## src/rtl/ttt_turn_sequencer_if.sv

```systemverilog
// Request, strobe and status bundle between the requesters, the game and ttt_turn_sequencer.
// timeout_flag exists only when TTT_TURN_TIMEOUT_EN is defined.
interface ttt_turn_sequencer_if;
    logic       player_req;
    logic [3:0] player_pos;
    logic       comp_req;
    logic [3:0] comp_pos;
    logic [1:0] who;
    logic       play;
    logic       pc;
    logic [3:0] player_position;
    logic [3:0] computer_position;
    logic       turn;
    logic       busy;
    logic       illegal;
    logic       out_of_turn;
    logic [8:0] occupied;
    logic [3:0] move_count;
    logic       game_over;
    logic [1:0] result;
`ifdef TTT_TURN_TIMEOUT_EN
    logic       timeout_flag;

    modport master (
        output player_req, player_pos, comp_req, comp_pos, who,
        input  play, pc, player_position, computer_position, turn, busy, illegal,
               out_of_turn, occupied, move_count, game_over, result, timeout_flag
    );
    modport slave (
        input  player_req, player_pos, comp_req, comp_pos, who,
        output play, pc, player_position, computer_position, turn, busy, illegal,
               out_of_turn, occupied, move_count, game_over, result, timeout_flag
    );
`else
    modport master (
        output player_req, player_pos, comp_req, comp_pos, who,
        input  play, pc, player_position, computer_position, turn, busy, illegal,
               out_of_turn, occupied, move_count, game_over, result
    );
    modport slave (
        input  player_req, player_pos, comp_req, comp_pos, who,
        output play, pc, player_position, computer_position, turn, busy, illegal,
               out_of_turn, occupied, move_count, game_over, result
    );
`endif
endinterface

```

## src/rtl/ttt_turn_sequencer.sv

```systemverilog
// Turn sequencer for tic_tac_toe_game: alternates player/computer moves and issues play/pc strobes.
// Optional player-turn forfeit timeout enabled by defining TTT_TURN_TIMEOUT_EN.
module ttt_turn_sequencer #(
    parameter int unsigned SETTLE_CYCLES  = 2,
    parameter int unsigned FIRST_MOVER    = 0,
    parameter int unsigned TIMEOUT_CYCLES = 1000
) (
    input logic                 clock,
    input logic                 reset,
    ttt_turn_sequencer_if.slave bus
);

    if (SETTLE_CYCLES < 1 || SETTLE_CYCLES > 15) begin : g_bad_settle
        $error("SETTLE_CYCLES must be in 1..15");
    end
    if (TIMEOUT_CYCLES < 2) begin : g_bad_timeout
        $error("TIMEOUT_CYCLES must be at least 2");
    end

    typedef enum logic [2:0] {
        StPWait, StPIssue, StPSettle, StCWait, StCIssue, StCSettle, StDone
    } state_e;

    localparam state_e StReset = (FIRST_MOVER != 0) ? StCWait : StPWait;

    state_e     state_q, state_d;
    logic       play_q, play_d, pc_q, pc_d;
    logic [3:0] ppos_q, ppos_d, cpos_q, cpos_d;
    logic       turn_q, turn_d, busy_q, busy_d;
    logic       illegal_q, illegal_d, oot_q, oot_d;
    logic [8:0] occ_q, occ_d;
    logic [3:0] cnt_q, cnt_d;
    logic [1:0] res_q, res_d;
    logic       over_q, over_d;
    logic [3:0] settle_q, settle_d;

    // Shifting past bit 8 yields an empty mask, so out-of-range indices never alias a cell.
    logic [8:0] p_mask, c_mask;
    logic       p_legal, c_legal, any_req;

    assign p_mask  = 9'd1 << bus.player_pos;
    assign c_mask  = 9'd1 << bus.comp_pos;
    assign p_legal = (bus.player_pos <= 4'd8) && ((p_mask & occ_q) == 9'd0);
    assign c_legal = (bus.comp_pos <= 4'd8) && ((c_mask & occ_q) == 9'd0);
    assign any_req = bus.player_req | bus.comp_req;

`ifdef TTT_TURN_TIMEOUT_EN
    localparam int unsigned TW = $clog2(TIMEOUT_CYCLES + 1);
    logic [TW-1:0] tcnt_q, tcnt_d;
    logic          tflag_q, tflag_d;
`endif

    always_comb begin
        state_d   = state_q;
        play_d    = 1'b0;
        pc_d      = 1'b0;
        illegal_d = 1'b0;
        oot_d     = 1'b0;
        ppos_d    = ppos_q;
        cpos_d    = cpos_q;
        turn_d    = turn_q;
        busy_d    = busy_q;
        occ_d     = occ_q;
        cnt_d     = cnt_q;
        res_d     = res_q;
        over_d    = over_q;
        settle_d  = settle_q;
`ifdef TTT_TURN_TIMEOUT_EN
        tcnt_d    = tcnt_q;
        tflag_d   = 1'b0;
`endif
        unique case (state_q)
            StPWait: begin
                oot_d = bus.comp_req;
                if (bus.player_req && p_legal) begin
                    ppos_d  = bus.player_pos;
                    occ_d   = occ_q | p_mask;
                    cnt_d   = cnt_q + 4'd1;
                    play_d  = 1'b1;
                    busy_d  = 1'b1;
                    state_d = StPIssue;
                end else begin
                    illegal_d = bus.player_req;
`ifdef TTT_TURN_TIMEOUT_EN
                    if (tcnt_q == TW'(TIMEOUT_CYCLES - 1)) begin
                        tflag_d = 1'b1;
                        turn_d  = 1'b1;
                        state_d = StCWait;
                    end else begin
                        tcnt_d = tcnt_q + 1'b1;
                    end
`endif
                end
            end
            StCWait: begin
                oot_d = bus.player_req;
                if (bus.comp_req && c_legal) begin
                    cpos_d  = bus.comp_pos;
                    occ_d   = occ_q | c_mask;
                    cnt_d   = cnt_q + 4'd1;
                    pc_d    = 1'b1;
                    busy_d  = 1'b1;
                    state_d = StCIssue;
                end else begin
                    illegal_d = bus.comp_req;
                end
            end
            StPIssue, StCIssue: begin
                oot_d    = any_req;
                settle_d = 4'(SETTLE_CYCLES);
                state_d  = (state_q == StPIssue) ? StPSettle : StCSettle;
            end
            StPSettle, StCSettle: begin
                oot_d    = any_req;
                settle_d = settle_q - 4'd1;
                if (settle_q == 4'd1) begin
                    busy_d = 1'b0;
                    if (bus.who == 2'b01 || bus.who == 2'b10 || cnt_q == 4'd9) begin
                        res_d   = (bus.who == 2'b01 || bus.who == 2'b10) ? bus.who : 2'b11;
                        over_d  = 1'b1;
                        state_d = StDone;
                    end else if (state_q == StPSettle) begin
                        turn_d  = 1'b1;
                        state_d = StCWait;
                    end else begin
                        turn_d  = 1'b0;
                        state_d = StPWait;
`ifdef TTT_TURN_TIMEOUT_EN
                        tcnt_d  = '0;
`endif
                    end
                end
            end
            StDone: ;
            default: state_d = StReset;
        endcase
    end

    always_ff @(posedge clock) begin
        if (!reset) begin
            state_q   <= StReset;
            play_q    <= 1'b0;
            pc_q      <= 1'b0;
            illegal_q <= 1'b0;
            oot_q     <= 1'b0;
            ppos_q    <= 4'd0;
            cpos_q    <= 4'd0;
            turn_q    <= (FIRST_MOVER != 0);
            busy_q    <= 1'b0;
            occ_q     <= 9'd0;
            cnt_q     <= 4'd0;
            res_q     <= 2'b00;
            over_q    <= 1'b0;
            settle_q  <= 4'd0;
`ifdef TTT_TURN_TIMEOUT_EN
            tcnt_q    <= '0;
            tflag_q   <= 1'b0;
`endif
        end else begin
            state_q   <= state_d;
            play_q    <= play_d;
            pc_q      <= pc_d;
            illegal_q <= illegal_d;
            oot_q     <= oot_d;
            ppos_q    <= ppos_d;
            cpos_q    <= cpos_d;
            turn_q    <= turn_d;
            busy_q    <= busy_d;
            occ_q     <= occ_d;
            cnt_q     <= cnt_d;
            res_q     <= res_d;
            over_q    <= over_d;
            settle_q  <= settle_d;
`ifdef TTT_TURN_TIMEOUT_EN
            tcnt_q    <= tcnt_d;
            tflag_q   <= tflag_d;
`endif
        end
    end

    assign bus.play              = play_q;
    assign bus.pc                = pc_q;
    assign bus.player_position   = ppos_q;
    assign bus.computer_position = cpos_q;
    assign bus.turn              = turn_q;
    assign bus.busy              = busy_q;
    assign bus.illegal           = illegal_q;
    assign bus.out_of_turn       = oot_q;
    assign bus.occupied          = occ_q;
    assign bus.move_count        = cnt_q;
    assign bus.game_over         = over_q;
    assign bus.result            = res_q;
`ifdef TTT_TURN_TIMEOUT_EN
    assign bus.timeout_flag      = tflag_q;
`endif

endmodule

```

## src/flat_wrapper.sv

```systemverilog
// flat-port wrapper written by rule: the top's interface ports become plain ports
module ttt_turn_sequencer_flat 
#(
    parameter int unsigned SETTLE_CYCLES  = 2,
    parameter int unsigned FIRST_MOVER    = 0,
    parameter int unsigned TIMEOUT_CYCLES = 1000
)
  (clock, reset, bus_player_req, bus_player_pos, bus_comp_req, bus_comp_pos, bus_who, bus_play, bus_pc, bus_player_position, bus_computer_position, bus_turn, bus_busy, bus_illegal, bus_out_of_turn, bus_occupied, bus_move_count, bus_game_over, bus_result);
  ttt_turn_sequencer_if bus_i ();
  input logic clock;
  input logic reset;
  input wire logic [$bits(bus_i.player_req)-1:0] bus_player_req;
  input wire logic [$bits(bus_i.player_pos)-1:0] bus_player_pos;
  input wire logic [$bits(bus_i.comp_req)-1:0] bus_comp_req;
  input wire logic [$bits(bus_i.comp_pos)-1:0] bus_comp_pos;
  input wire logic [$bits(bus_i.who)-1:0] bus_who;
  output wire logic [$bits(bus_i.play)-1:0] bus_play;
  output wire logic [$bits(bus_i.pc)-1:0] bus_pc;
  output wire logic [$bits(bus_i.player_position)-1:0] bus_player_position;
  output wire logic [$bits(bus_i.computer_position)-1:0] bus_computer_position;
  output wire logic [$bits(bus_i.turn)-1:0] bus_turn;
  output wire logic [$bits(bus_i.busy)-1:0] bus_busy;
  output wire logic [$bits(bus_i.illegal)-1:0] bus_illegal;
  output wire logic [$bits(bus_i.out_of_turn)-1:0] bus_out_of_turn;
  output wire logic [$bits(bus_i.occupied)-1:0] bus_occupied;
  output wire logic [$bits(bus_i.move_count)-1:0] bus_move_count;
  output wire logic [$bits(bus_i.game_over)-1:0] bus_game_over;
  output wire logic [$bits(bus_i.result)-1:0] bus_result;
  assign bus_i.player_req = bus_player_req;
  assign bus_i.player_pos = bus_player_pos;
  assign bus_i.comp_req = bus_comp_req;
  assign bus_i.comp_pos = bus_comp_pos;
  assign bus_i.who = bus_who;
  assign bus_play = bus_i.play;
  assign bus_pc = bus_i.pc;
  assign bus_player_position = bus_i.player_position;
  assign bus_computer_position = bus_i.computer_position;
  assign bus_turn = bus_i.turn;
  assign bus_busy = bus_i.busy;
  assign bus_illegal = bus_i.illegal;
  assign bus_out_of_turn = bus_i.out_of_turn;
  assign bus_occupied = bus_i.occupied;
  assign bus_move_count = bus_i.move_count;
  assign bus_game_over = bus_i.game_over;
  assign bus_result = bus_i.result;
  ttt_turn_sequencer #(.SETTLE_CYCLES(SETTLE_CYCLES), .FIRST_MOVER(FIRST_MOVER), .TIMEOUT_CYCLES(TIMEOUT_CYCLES)) u_core (.clock(clock), .reset(reset), .bus(bus_i));
endmodule
```

## config.mk

```make
export PLATFORM = sky130hd
export DESIGN_NAME = ttt_turn_sequencer_flat
export DESIGN_NICKNAME = d
export VERILOG_FILES = /design/src/rtl/ttt_turn_sequencer_if.sv /design/src/rtl/ttt_turn_sequencer.sv /design/src/flat_wrapper.sv
export SDC_FILE = /design/constraint.sdc
export NUM_CORES = 1
export LEC_CHECK = 0
export BUFFER_PORTS_ARGS = -buffer_cell sky130_fd_sc_hd__clkbuf_2
export CAP_MARGIN = 20
export CELL_PAD_IN_SITES_DETAIL_PLACEMENT = 0
export CELL_PAD_IN_SITES_GLOBAL_PLACEMENT = 1
export CORE_MARGIN = 2
export CORE_UTILIZATION = 37
export DETAILED_ROUTE_END_ITERATION = 8
export PLACE_DENSITY = 0.72
export SYNTH_ARGS = -nofsm -noshare
export SYNTH_HDL_FRONTEND = slang
export SYNTH_SLANG_ARGS = --single-unit
```

## constraint.sdc

```tcl
create_clock -name clock -period 1.6 [get_ports clock]
set_input_delay 0.08 -clock clock [delete_from_list [all_inputs] [get_ports clock]]
set_output_delay 0.08 -clock clock [all_outputs]
set_load 0.02 [all_outputs]
```

# == Word level (Yosys, flattened, before mapping) ==
# Cells that the tools add are included.
# W data, S select, Z words.
# totals
ff_bits,37
in_bits,14
elab_cells,90
output_inout_bits,30
# op_classes
n_eq_ne,13
bitwise_logic,7
n_reduce_logical,24
addsub,2
shift,2
n_lt_le_gt_ge,2
mux,26
# op_table
cell,count
$and A9 B9 Y9,2
$logic_not A9 Y1,2
$mux W9,2
$or A9 B9 Y9,2
$pmux W9 S2,1
$shl A1 B4 Y9 const A,2
$pmux W4 S2,2
$mux W3,5
$pmux W3 S5,1
$eq A3 B3 Y1 const B,3
$reduce_and A3 Y1,3
$le A4 B4 Y1 const B,2
$mux W1,8
$mux W4,2
$reduce_and A2 Y1,4
$reduce_and A4 Y1,2
$eq A3 B2 Y1 const B,2
$ne A2 B1 Y1 const B,3
$pmux W1 S3,2
$add A4 B1 Y4 const B,1
$eq A4 B1 Y1 const B,1
$eq A4 B4 Y1 const B,1
$logic_and A1 B1 Y1,4
$mux W2,2
other kinds (13),17

# == Depth between registers and ports, before layout ==
# Gate-level depths: netlist of run 1.
# depth
word_depth,7
depth_mapped,7
depth_no_buf,7

# == Least setup slack after synthesis of run 1 ==
# Ideal clock, no wire load.
# synth_timing
kind,flip-flop to flip-flop
start,"register u_core.occ_q[8], in the netlist u_core.bus.occupied[8]"
end,"register u_core.cnt_q[2], in the netlist u_core.bus.move_count[2]"
required_time_ns,1.482
n_path_buf,1
arrival_time_ns,1.606
setup_ns,0.118
stages_incl_launch_ff,7
synth_period_minus_slack_ns,1.724
setup_slack_ns,-0.124
cell_sequence,dfxtp_1 > o41ai_4 > o221ai_4 > o31ai_4 > buf_6 > nand4_2 > mux2i_1
# synth_between
elab_chain_cells,6
word_cells_on_any_way,11
cone_classes,eq/ne (2); bitwise (2); reduce/logical (7)
# synth_lines
element,line_no,rtl
start: declaration,ttt_turn_sequencer.sv:31,"logic [8:0] occ_q, occ_d;"
start signal: assignment,ttt_turn_sequencer.sv:150,occ_q <= 9'd0;
start signal: assignment,ttt_turn_sequencer.sv:169,occ_q <= occ_d;
$and A9 B9 Y9 (on tied branches),"ttt_turn_sequencer.sv:44, ttt_turn_sequencer.sv:43",
$logic_not A9 Y1 (on tied branches),"ttt_turn_sequencer.sv:44, ttt_turn_sequencer.sv:43",
$logic_and A1 B1 Y1 (on tied branches),"ttt_turn_sequencer.sv:44, ttt_turn_sequencer.sv:43",
$logic_and A1 B1 Y1 (on tied branches),"ttt_turn_sequencer.sv:97, ttt_turn_sequencer.sv:75",
$ne A2 B1 Y1 (no source line),--,
$reduce_and A3 Y1 (no source line) *,--,
end signal: assignment,ttt_turn_sequencer.sv:170,cnt_q <= cnt_d;
end: declaration,ttt_turn_sequencer.sv:32,"logic [3:0] cnt_q, cnt_d;"
# Mark *: on every way between the ends. The rest lies on a longest branch, timed or not.
# A chain may end at the register's enable or synchronous reset.

# == Worst setup path in the final report of run 1 ==
# layout_timing
start,"register u_core.occ_q[8], in the netlist u_core.bus.occupied[8]"
end,"register u_core.cpos_q[2], in the netlist u_core.bus.computer_position[2]"
# layout_between
elab_chain_cells,5
# layout_lines
element,line_no,rtl
$and A9 B9 Y9,ttt_turn_sequencer.sv:44,assign c_legal = (bus.comp_pos <= 4'd8) && ((c_mask & occ_q) == 9'd0);
$logic_not A9 Y1,ttt_turn_sequencer.sv:44,
$logic_and A1 B1 Y1,ttt_turn_sequencer.sv:44,
$logic_and A1 B1 Y1,ttt_turn_sequencer.sv:97,if (bus.comp_req && c_legal) begin
$reduce_and A2 Y1 (no source line),--,
end signal: assignment,ttt_turn_sequencer.sv:166,cpos_q <= cpos_d;
end: declaration,ttt_turn_sequencer.sv:28,"logic [3:0] ppos_q, ppos_d, cpos_q, cpos_d;"
# No other way between the ends.

==> metrics.md, run 1 <==
| Metric | Value |
|---|---|
| Vias per cell | `5.21` |
| Final Hold Viols | `0` |
| CP Max Fanout | `4` |
| Placed instance count | `398` |
| Synthesized instance count | `250` |
| Worst-path cell chain | `o41ai_4 -> o221ai_4 -> buf_12 -> nor3_4 -> mux2i_1 -> nor2_1` |
| Peak supply drop | `0.000477 V` |
| Minimum clock period | `1.64 ns` |
| Detailed-route wire length per cell | `15.2 um` |
| Iteration-0 DRC Markers | `116` |
| CP max stage delay | `0.35 ns` |
| EDFF count, synth | `0` |
| RSZ-0062 raised after global routing | `yes` |
| Worst Setup Start Kind | `register` |
| DRC | `0` |
| Worst skew pair latency | `0.29 ns` |
| Final Max Tran Viols | `0` |
| Worst Setup Path Type | `register to register` |
| Clock-pin slew on the worst setup and hold paths | `0.08 ns` |
| Num ports | `44` |
| Fraction of registers with async set/reset | `0` |
| PD cells | `805 mW/mm^2` |
| CTS sink cnt | `37` |
| Initial Util | `0.380` |
| Tot Pwr | `2.55 mW` |
| Port bufs | `43` |
| Site Rows | `28` |
| Bufs and invs on worst path | `1` |
| # fillers | `559` |
| Total grt overflow | `0` |
| Cts hold-fix bufs | `0` |
| FF/Latch Area | `744 sq um` |
| Worst slew pin tran | `0.418 ns` |
| Vias after detailed routing | `2176` |
| Max Clk Rate | `608 MHz` |
| Vias in the first global route | `1983` |
| Crit share post-route | `1.03` |
| Core Util, Final | `0.540` |
| CP delay by family, top | `compound AO/OA/AOI/OAI gates` |
| Clock Skew | `0.00706 ns` |
| Clk buf depth | `2` |
| Worst EP arrival | `1.83 ns` |
| CTS H-Tree Depth | `2` |
| Final RePlAce weighted congestion | `0.841` |
| CORE AREA | `0.00585 sq mm` |
| Status | `complete, but fails checks` |
| Largest net degree at the start of global routing | `19` |
| Layout area overhead | `42.2%` |
| Setup TNS | `-0.196 ns` |
| Total track usage | `0.193` |
| Layout cell share with drive strength beyond 1 | `0.437` |
| Post-Route WL | `6.36 mm` |
| Worst path slowest cell | `dfxtp_2` |
| HPWL after DPL | `4.62 mm` |
| First-pass DRT Iterations | `4` |
| Failing checks | `negative setup slack` |
| Crit path capture type | `register` |
| Yosys cell types | `58` |
| Critical Path RT | `1.78 ns` |
| Post-synth top flop | `dfxtp_1` |
| Yosys warns | `0` |
| Hold Crit Class | `primary input to register` |
| Die area | `0.00665 sq mm` |
| Synthesized flop and latch total | `37` |
| Final setup viols | `5` |
| Seq/Total Area, Yosys | `0.333` |
| DIE HEIGHT | `81.5 um` |
| First-pass GRT wire length | `9.81 mm` |
| Net Count, Synth | `270` |
| Finished Layout Cells | `418` |
| Diodes inserted | `0` |
| Max-Cap Viols | `0` |
| Clock Tree Root | `clkbuf_8` |
| Initial antenna violation count | `0` |
| Synth Cell Area | `0.00222 sq mm` |
| LEAKAGE | `1.35 nW` |
| Final WS setup | `-0.0444 ns` |
| TritonCTS clock tree | `yes` |
| Die width | `81.5 um` |
| Max-slew headroom | `0.721` |
| CTS Buf Count | `5` |
| Area of the multi-input gates | `0.00146 sq mm` |
| Nets | `362` |
| Mean Syn Cell Area | `8.89 sq um` |
| Routed Antenna Nets | `0` |
==> metal layers <==
metal / routed length (um) / global-route usage / part of all wire / up-vias
met1: 2870 / 0.252 / 0.45 / 1022
li1: - / - / - / 1096
met4: 29 / 0.0356 / 0.0046 / 0
met2: 3190 / 0.338 / 0.50 / 54
met3: 268 / 0.0308 / 0.042 / 4
met5: 0 / 0 / 0 / -
==> kinds of logic after synthesis <==
family	Yosys count	synth area share
adders and majority gates	6	0.0338
DFF	37	0.333
muxes	22	0.0990
and+or+nand+nor	92	0.235
AOI/OAI and AO/OA	63	0.230
buffers and inverters	30	0.0698
==> power by group <==
| group | internal, mW | leakage [nW] | switching, mW |
|---|---|---|---|
| clock network | 0.390 | 0.0542 | 0.347 |
| logic | 0.366 | 0.996 | 0.416 |
| registers | 0.980 | 0.302 | 0.0460 |
==> through the flow <==
step	area, sq um	hold WS, ns	worst slack [ns]
detailed placement	2810	0.350	-0.0857
global placement	2810	0.359	-0.0537
CTS	2980	0.0467	-0.0764
floorplan	2230	0.197	-0.0419
finish	3160	0.0510	-0.0444
global route	3160	0.0481	-0.194
==> final timing paths <==
path                               start                              end  slack (ns)  cells past startpoint
setup / recovery  u_core.bus.occupied[8]  u_core.bus.computer_position[2]       -0.04                      6
hold / removal              bus_comp_req           u_core.bus.out_of_turn        0.05                      3
setup reg to reg  u_core.bus.occupied[8]  u_core.bus.computer_position[2]       -0.04                      6
hold reg to reg     u_core.bus.game_over             u_core.bus.game_over        0.47                      2
==> flip-flops by register name (all words and copies together) (netlist names) <==
| register | count |
|---|---|
| u_core.bus.busy | 1 |
| u_core.bus.computer_position | 4 |
| u_core.bus.game_over | 1 |
| u_core.bus.illegal | 1 |
| u_core.bus.move_count | 4 |
| u_core.bus.occupied | 9 |
| u_core.bus.out_of_turn | 1 |
| u_core.bus.pc | 1 |
| u_core.bus.play | 1 |
| u_core.bus.player_position | 4 |
| u_core.bus.result | 2 |
| u_core.bus.turn | 1 |
| u_core.settle_q | 4 |
| u_core.state_q | 3 |
==> Yosys cell counts, types with 2 or more instances <==
library cell / n / area share
o32ai_1: 5 / 0.020
and3b_1: 2 / 0.0079
mux2i_1: 22 / 0.099
dfxtp_1: 37 / 0.33
buf_4: 2 / 0.0068
and4_1: 2 / 0.0079
a31oi_1: 7 / 0.020
nor2b_1: 5 / 0.014
inv_1: 11 / 0.019
o21ai_1: 2 / 0.0045
or3_1: 5 / 0.014
or3b_1: 3 / 0.012
nor4_1: 3 / 0.0084
o22ai_1: 5 / 0.014
nor2_1: 27 / 0.046
clkbuf_1: 9 / 0.015
a311oi_1: 2 / 0.0079
buf_2: 4 / 0.0090
nand3b_1: 4 / 0.014
nor3_4: 2 / 0.015
nand2_1: 19 / 0.032
a21oi_1: 10 / 0.023
o221ai_2: 2 / 0.014
buf_6: 4 / 0.020
nand2b_1: 9 / 0.025
o21ai_0: 9 / 0.020
ha_1: 6 / 0.034
a211oi_1: 2 / 0.0068
==> final cells by class <==
class	count	share of cell area
clock inverter	1	0.00158
tap	75	0.0297
sequential	37	0.235
clock buffer	7	0.0305
inverter	11	0.0131
timing repair buffer	104	0.227
multi-input combinational	183	0.463
==> cells in the final DEF, fill, tap and decap left out, types with 3 or more instances in the layout <==
cell      count
buf_4        56
clkbuf_2     43
dfxtp_1      34
nor2_1       26
nand2_1      19
mux2i_1      17
inv_1        11
a21oi_1      10
nand2b_1      9
a31oi_1       7
o21ai_0       7
clkbuf_8      7
o22ai_1       5
ha_1          5
nand3b_1      4
nor2b_1       4
or3_1         3
or3b_1        3
mux2i_2       3
nor4_1        3
o21ai_1       3
o32ai_2       3
buf_12        3
dfxtp_2       3
==> repair_timing <==
item,CTS,global route
resized for setup,6,24
pin swaps,9,10
cloned,0,0
hold endpoints to repair,0,0
endpoints found under the setup margin,27,29
setup buffers,5,7
==> worst register-to-register path, stage by stage (launching register included) <==
cell and delay (ns):
dfxtp_2 0.35, o41ai_4 0.25, o221ai_4 0.20, buf_12 0.17
nor3_4 0.29, mux2i_1 0.22, nor2_1 0.05
No activity file was read; power rests on OpenSTA's default activity.
==> run 2: changes to the inputs <==
ABC_AREA = 1   (was not set)
CORE_UTILIZATION = 34   (was 37)
==> run 2 against run 1 <==
Against the previous run: maximum frequency increased by 8.2%; sequential power increased by 21%; the run now ends clean; clock power increased by 31%; largest power group is now combinational logic; sequential cell count unchanged; critical path depth increased by 4; synthesized area decreased by 6.1%; die area increased by 2.1%; hold slack improved by 0.027 ns; synthesized cell count increased by 25%; setup slack improved by 0.12 ns.
==> metrics.md, run 2 <==
| Metric | Value |
|---|---|
| Worst EP arrival | `1.74 ns (-0.09 ns)` |
| CP Max Fanout | `9 (+5)` |
| Vias in the first global route | `1944 (-2.0%)` |
| Layout cell share with drive strength beyond 1 | `0.288 (-0.149)` |
| Most frequent cells after synthesis | `nand2_1 (60), inv_1 (43), dfxtp_1 (37)` |
| PD cells | `1450 mW/mm^2 (+81%)` |
| Most common cell in the netlist | `nand2_1` |
| Synth Cell Area | `0.00209 sq mm (-6.1%)` |
| Yosys warns | `0 (unchanged)` |
| Post-synth top flop | `dfxtp_1` |
| Max-slew headroom | `0.823 (+0.102)` |
| Iteration-0 DRC Markers | `90 (-22%)` |
| Die width | `82.4 um (+1.0%)` |
| Routed Antenna Nets | `0 (unchanged)` |
| Worst slew pin tran | `0.265 ns (-0.154 ns)` |
| Synth area leader | `dfxtp_1` |
| Largest net degree at the start of global routing | `20 (+1)` |
| CTS sink cnt | `37 (unchanged)` |
| First-pass GRT wire length | `9.23 mm (-5.9%)` |
| Vias after detailed routing | `2226 (+2.3%)` |
| Detailed-route wire length per cell | `12.6 um (-17%)` |
| Fraction of registers with async set/reset | `0 (unchanged)` |
| Worst skew pair latency | `0.29 ns (about the same)` |
| Worst path slowest cell | `dfxtp_2` |
| Total track usage | `0.177 (-0.0164)` |
| Worst Setup Start Kind | `register` |
| Most frequent cells in the layout | `nand2_1 (60), clkbuf_2 (43), inv_1 (40)` |
| Main area contributors after synthesis | `dfxtp_1 (35%), nand2_1 (11%), inv_1 (7.7%)` |
| First-pass DRT Iterations | `4 (unchanged)` |
| Peak supply drop | `0.000756 V (+59%)` |
| EDFF count, synth | `0 (unchanged)` |
| Minimum clock period | `1.52 ns (-0.124 ns)` |
| DRC | `0 (unchanged)` |
| Synthesized flop and latch total | `37 (unchanged)` |
| Initial antenna violation count | `0 (unchanged)` |
| Crit share post-route | `0.950 (-0.0775)` |
| Nets | `401 (+11%)` |
| Max FFs per register | `9 (unchanged)` |
| Clock-pin slew on the worst setup and hold paths | `0.08 ns (about the same)` |
| Yosys cell types | `30 (-48%)` |
| CORE AREA | `0.00592 sq mm (+1.2%)` |
| CP max stage delay | `0.33 ns (-0.02 ns)` |
| Site Rows | `28 (unchanged)` |
| Initial Util | `0.353 (-0.0273)` |
| Cts hold-fix bufs | `0 (unchanged)` |
| Post-Route WL | `5.78 mm (-9.2%)` |
| Core Util, Final | `0.464 (-0.0763)` |
| Clock Tree Root | `clkbuf_8` |
| RSZ-0062 raised after global routing | `yes` |
| Final WS setup | `0.0796 ns (+0.124 ns)` |
| Port bufs | `43 (unchanged)` |
| Final setup viols | `0 (-5)` |
| Mean Syn Cell Area | `6.67 sq um (-25%)` |
| Critical Path RT | `1.82 ns (+0.04 ns)` |
| Total grt overflow | `0 (unchanged)` |
| Seq/Total Area, Yosys | `0.355 (+0.0216)` |
| Most common cell after layout, fill and taps aside | `nand2_1` |
| CTS H-Tree Depth | `2 (unchanged)` |
| Layout area overhead | `31.6%` |
| TritonCTS clock tree | `yes` |
| Max Clk Rate | `658 MHz (+8.2%)` |
| DIE HEIGHT | `82.4 um (+1.0%)` |
| Num ports | `44 (unchanged)` |
| Synthesized instance count | `313 (+25%)` |
| CTS Buf Count | `5 (unchanged)` |
| Crit path capture type | `register` |
| Max-Cap Viols | `0 (unchanged)` |
| Final Max Tran Viols | `0 (unchanged)` |
| Status | `completed` |
| LEAKAGE | `1.34 nW (-0.98%)` |
| Final RePlAce weighted congestion | `0.885 (+5.2%)` |
| Vias per cell | `4.87 (-6.4%)` |
| Die area | `0.00678 sq mm (+2.1%)` |
| Clock Skew | `0.00880 ns (+0.00174 ns)` |
| Net Count, Synth | `333 (+23%)` |
| HPWL after DPL | `4.32 mm (-6.5%)` |
| Post-Place Worst Slack | `-0.0663 ns (+0.0194 ns)` |
| Diodes inserted | `0 (unchanged)` |
| Top cell type's share of synthesized area | `0.355 (+0.0216)` |
| Hold Crit Class | `primary input to register` |
| Worst Setup Path Type | `register to register` |
| Clk buf depth | `2 (unchanged)` |
| Final Hold Viols | `0 (unchanged)` |
| Worst-path cell chain | `inv_2 -> nand3b_1 -> nand2_1 -> nand2_1 -> inv_1 -> nand4_1 -> nand2_4 -> buf_12 -> nand4_1 -> a21oi_1` |
run 2: cell count changes after synthesis, moves of 17 or more:
cell | before | now
inv_1 | 11 | 43
nand2_1 | 19 | 60
a21oi_1 | 10 | 28
nand3_1 | 1 | 25
nand4_1 | 0 | 17
mux2i_1 | 22 | 0
run 2: timing repair:
action                     CTS  global route
pin swaps                    0             2
setup endpoints to repair    3            28
buffers inserted             0             3
gates resized for setup      1            21
run 2: worst max-delay path: cells and delay by family, from the launching register on:
family,cells,cell delay [ns]
buf+inv,3,0.28
simple gates,6,0.71
flops,1,0.33
compound gates,1,0.14
run 2: power breakdown:
| part | internal, mW | switching (mW) |
|---|---|---|
| registers | 1.09 | 0.151 |
| logic | 0.714 | 1.07 |
| clock network | 0.620 | 0.350 |
run 2: layout make-up:
type	count	area, sq um
Fill cell	625	3170
Sequential cell	37	749
Clock buffer	5	68.8
Inverter	50	188
Multi-Input combinational cell	217	1140
Tap cell	75	93.8
Clock inverter	3	65.1
Timing Repair Buffer	70	438
run 2: metal layers:
metal	wire, um	vias up	track usage
met1	3030	1007	0.259
met4	43	0	0.0400
met2	2470	54	0.265
met5	0	-	0
li1	-	1160	-
met3	239	5	0.0359
run 2: metrics by stage:
| stage | setup TNS [ns] | power (mW) | area, sq um | std cells | hold WS, ns |
|---|---|---|---|---|---|
| 6_report | 0 | 4.00 | 2750 | 457 | 0.0776 |
| 5_1_grt | -1.51 | 4.33 | 2750 | 457 | 0.0950 |
| 4_1_cts | 0 | 3.88 | 2670 | 454 | 0.0753 |
| 3_5_place_dp | -0.168 | 2.89 | 2540 | 446 | 0.389 |
| 3_3_place_gp | -0.114 | 2.88 | 2540 | 446 | 0.367 |
| 2_1_floorplan | 0 | 2.31 | 2090 | 313 | 0.215 |
run 2: path summary, 6_finish.rpt:
check                    startpoint                       endpoint  slack [ns]  depth (start not counted)
max          u_core.bus.occupied[8]         u_core.bus.occupied[1]        0.08                         10
min               bus_player_pos[2]  u_core.bus.player_position[2]        0.08                          3
max reg2reg  u_core.bus.occupied[8]         u_core.bus.occupied[1]        0.08                         10
min reg2reg         u_core.bus.busy                u_core.bus.busy        0.45                          2
run 2: kinds of logic after synthesis:
family,count (synthesis),share of synthesized area
AOI/OAI and AO/OA,55,0.143
adders and majority gates,6,0.0359
buffers and inverters,59,0.115
DFF,37,0.355
and+or+nand+nor,156,0.351
==> run 3: changes to the inputs <==
RECOVER_POWER = 50   (was not set)
==> run 3 against run 2 <==
Against the previous run: global-route usage unchanged; core utilization decreased by 0.46 points; die area unchanged; maximum frequency up 0.25%; first-iteration DRC count fell by 10%; final area shrank 1.0%; wire length rose by 0.14%; clock skew about the same; count of clock-buffer cells in the layout unchanged; non-clock buffer count did not move; power down 0.48%; via count barely moved; critical path type unchanged.
==> metrics.md, run 3 (synthesis gave the netlist of run 2 again) <==
| Metric | Value |
|---|---|
| Total grt overflow | `0 (unchanged)` |
| Num ports | `44 (unchanged)` |
| Crit path capture type | `register` |
| Routed Antenna Nets | `0 (unchanged)` |
| Die width | `82.4 um (unchanged)` |
| LEAKAGE | `1.26 nW (-5.6%)` |
| DR WL met2 | `2.45 mm (-0.49%)` |
| Hold slack | `0.0788 ns (+0.00119 ns)` |
| Max Clk Rate | `659 MHz (+0.25%)` |
| Final setup viols | `0 (unchanged)` |
| PD cells | `1460 mW/mm^2 (+0.53%)` |
| Largest net degree at the start of global routing | `20 (unchanged)` |
| Status | `completed` |
| Initial antenna violation count | `0 (unchanged)` |
| Peak supply drop | `0.000750 V (-0.81%)` |
| Worst skew pair latency | `0.29 ns (about the same)` |
| Final WS setup | `0.0834 ns (+0.00382 ns)` |
| CTS H-Tree Depth | `2 (unchanged)` |
| HPWL after DPL | `4.32 mm (unchanged)` |
| Worst Setup Path Type | `register to register` |
| Vias after detailed routing | `2224 (-0.090%)` |
| Vias per cell | `4.87 (about the same)` |
| CP Max Fanout | `9 (unchanged)` |
| Hold Crit Class | `primary input to register` |
| Crit share post-route | `0.948 (-0.00239)` |
| Final Max Tran Viols | `0 (unchanged)` |
| Worst path slowest cell | `dfxtp_2` |
| Final RePlAce weighted congestion | `0.885 (unchanged)` |
| Worst slew pin tran | `0.265 ns (+0.000000954 ns)` |
| Setup TNS | `0 ns (unchanged)` |
| Worst Setup Start Kind | `register` |
| Clock Tree Root | `clkbuf_8` |
| CP delay by family, top | `simple AND/OR/NAND/NOR gates` |
| First-pass GRT wire length | `9.23 mm (unchanged)` |
| Max-slew headroom | `0.823 (about the same)` |
| Die area | `0.00678 sq mm (unchanged)` |
| Worst EP arrival | `1.74 ns (about the same)` |
| DRC | `0 (unchanged)` |
| Worst-path cell chain | `inv_2 -> nand3b_1 -> nand2_1 -> nand2_1 -> inv_1 -> nand4_1 -> nand2_4 -> buf_12 -> nand4_1 -> a21oi_1` |
| Iteration-0 DRC Markers | `81 (-10%)` |
| DIE HEIGHT | `82.4 um (unchanged)` |
| CTS Buf Count | `5 (unchanged)` |
| Critical Path RT | `1.82 ns (about the same)` |
| Minimum clock period | `1.52 ns (-0.00382 ns)` |
| Clock Skew | `0.00859 ns (-0.000215 ns)` |
| Detailed-route wire length per cell | `12.7 um (+0.14%)` |
| DR WL met3 | `235 um (-1.7%)` |
| Total track usage | `0.177 (unchanged)` |
| CTS sink cnt | `37 (unchanged)` |
| Layout area overhead | `30.3%` |
| Diodes inserted | `0 (unchanged)` |
| Cts hold-fix bufs | `0 (unchanged)` |
| Layout cell share with drive strength beyond 1 | `0.230 (-0.0576)` |
| Nets | `401 (unchanged)` |
| Top sig layer | `met4` |
| Core Util, Final | `0.459 (-0.00465)` |
| First-pass DRT Iterations | `4 (unchanged)` |
| Clock-pin slew on the worst setup and hold paths | `0.08 ns (about the same)` |
| Max FFs per register | `9 (unchanged)` |
| Bufs and invs on worst path | `3 (unchanged)` |
| Port bufs | `43 (unchanged)` |
| Final Hold Viols | `0 (unchanged)` |
| CORE AREA | `0.00592 sq mm (unchanged)` |
| Initial Util | `0.353 (unchanged)` |
| Clk buf depth | `2 (unchanged)` |
| Site Rows | `28 (unchanged)` |
| CP max stage delay | `0.33 ns (about the same)` |
| Post-Route WL | `5.78 mm (+0.14%)` |
| RSZ-0062 raised after global routing | `yes` |
| Most common cell after layout, fill and taps aside | `nand2_1` |
| TritonCTS clock tree | `yes` |
| Most frequent cells in the layout | `nand2_1 (60), inv_1 (40), nor2_1 (33)` |
| Metal-1 WL | `3.05 mm (+0.76%)` |
| Post-Place Worst Slack | `-0.0663 ns (unchanged)` |
| Max-Cap Viols | `0 (unchanged)` |
| Vias in the first global route | `1944 (unchanged)` |
==> run 3: cell types whose count changed in the layout (fill, tap and decap cells not counted) <==
cell	before	now
clkbuf_2	43	21
clkbuf_1	0	22
==> run 3: where the power goes <==
group	internal (mW)	switching, mW	total (mW)
logic	0.698	1.07	1.77
clock network	0.620	0.348	0.968
registers	1.09	0.151	1.25
==> run 3: area by class of cell <==
| class | count | area [sq um] |
|---|---|---|
| Fill cell | 639 | 3200 |
| Multi-Input combinational cell | 217 | 1140 |
| Inverter | 50 | 188 |
| Sequential cell | 37 | 749 |
| Timing Repair Buffer | 70 | 410 |
| Clock inverter | 3 | 65.1 |
| Clock buffer | 5 | 68.8 |
| Tap cell | 75 | 93.8 |
==> run 3: final timing paths <==
| check | startpoint | to | slack, ns | depth (start not counted) |
|---|---|---|---|---|
| max reg2reg | u_core.bus.occupied[8] | u_core.bus.occupied[1] | 0.08 | 10 |
| max | u_core.bus.occupied[8] | u_core.bus.occupied[1] | 0.08 | 10 |
| min | bus_player_pos[2] | u_core.bus.player_position[2] | 0.08 | 3 |
| min reg2reg | u_core.bus.busy | u_core.bus.busy | 0.45 | 2 |
==> run 3: through the flow <==
step           std cells  power (mW)  cell area (sq um)
4_1_cts              454        3.88               2670
3_3_place_gp         446        2.88               2540
6_report             457        3.98               2720
5_1_grt              457        4.31               2720
2_1_floorplan        313        2.31               2090
3_5_place_dp         446        2.89               2540
==> run 3: routing by layer <==
layer / up-vias / GRT usage
li1: 1161 / -
met1: 1008 / 0.259
met2: 50 / 0.265
met3: 5 / 0.0359
met4: 0 / 0.0400
met5: - / 0
==> run 3: tightest hold or removal path: stages <==
cell	delay, ns
clkbuf_2	0.12
nor2_1	0.05
nor2_1	0.08
==> run 3: repair_timing <==
action | 4_1_cts | 5_1_grt
pin swaps | 0 | 2
gates resized for setup | 1 | 21
hold endpoints to repair | 0 | 0
setup endpoints to repair | 3 | 28
buffers inserted | 0 | 3
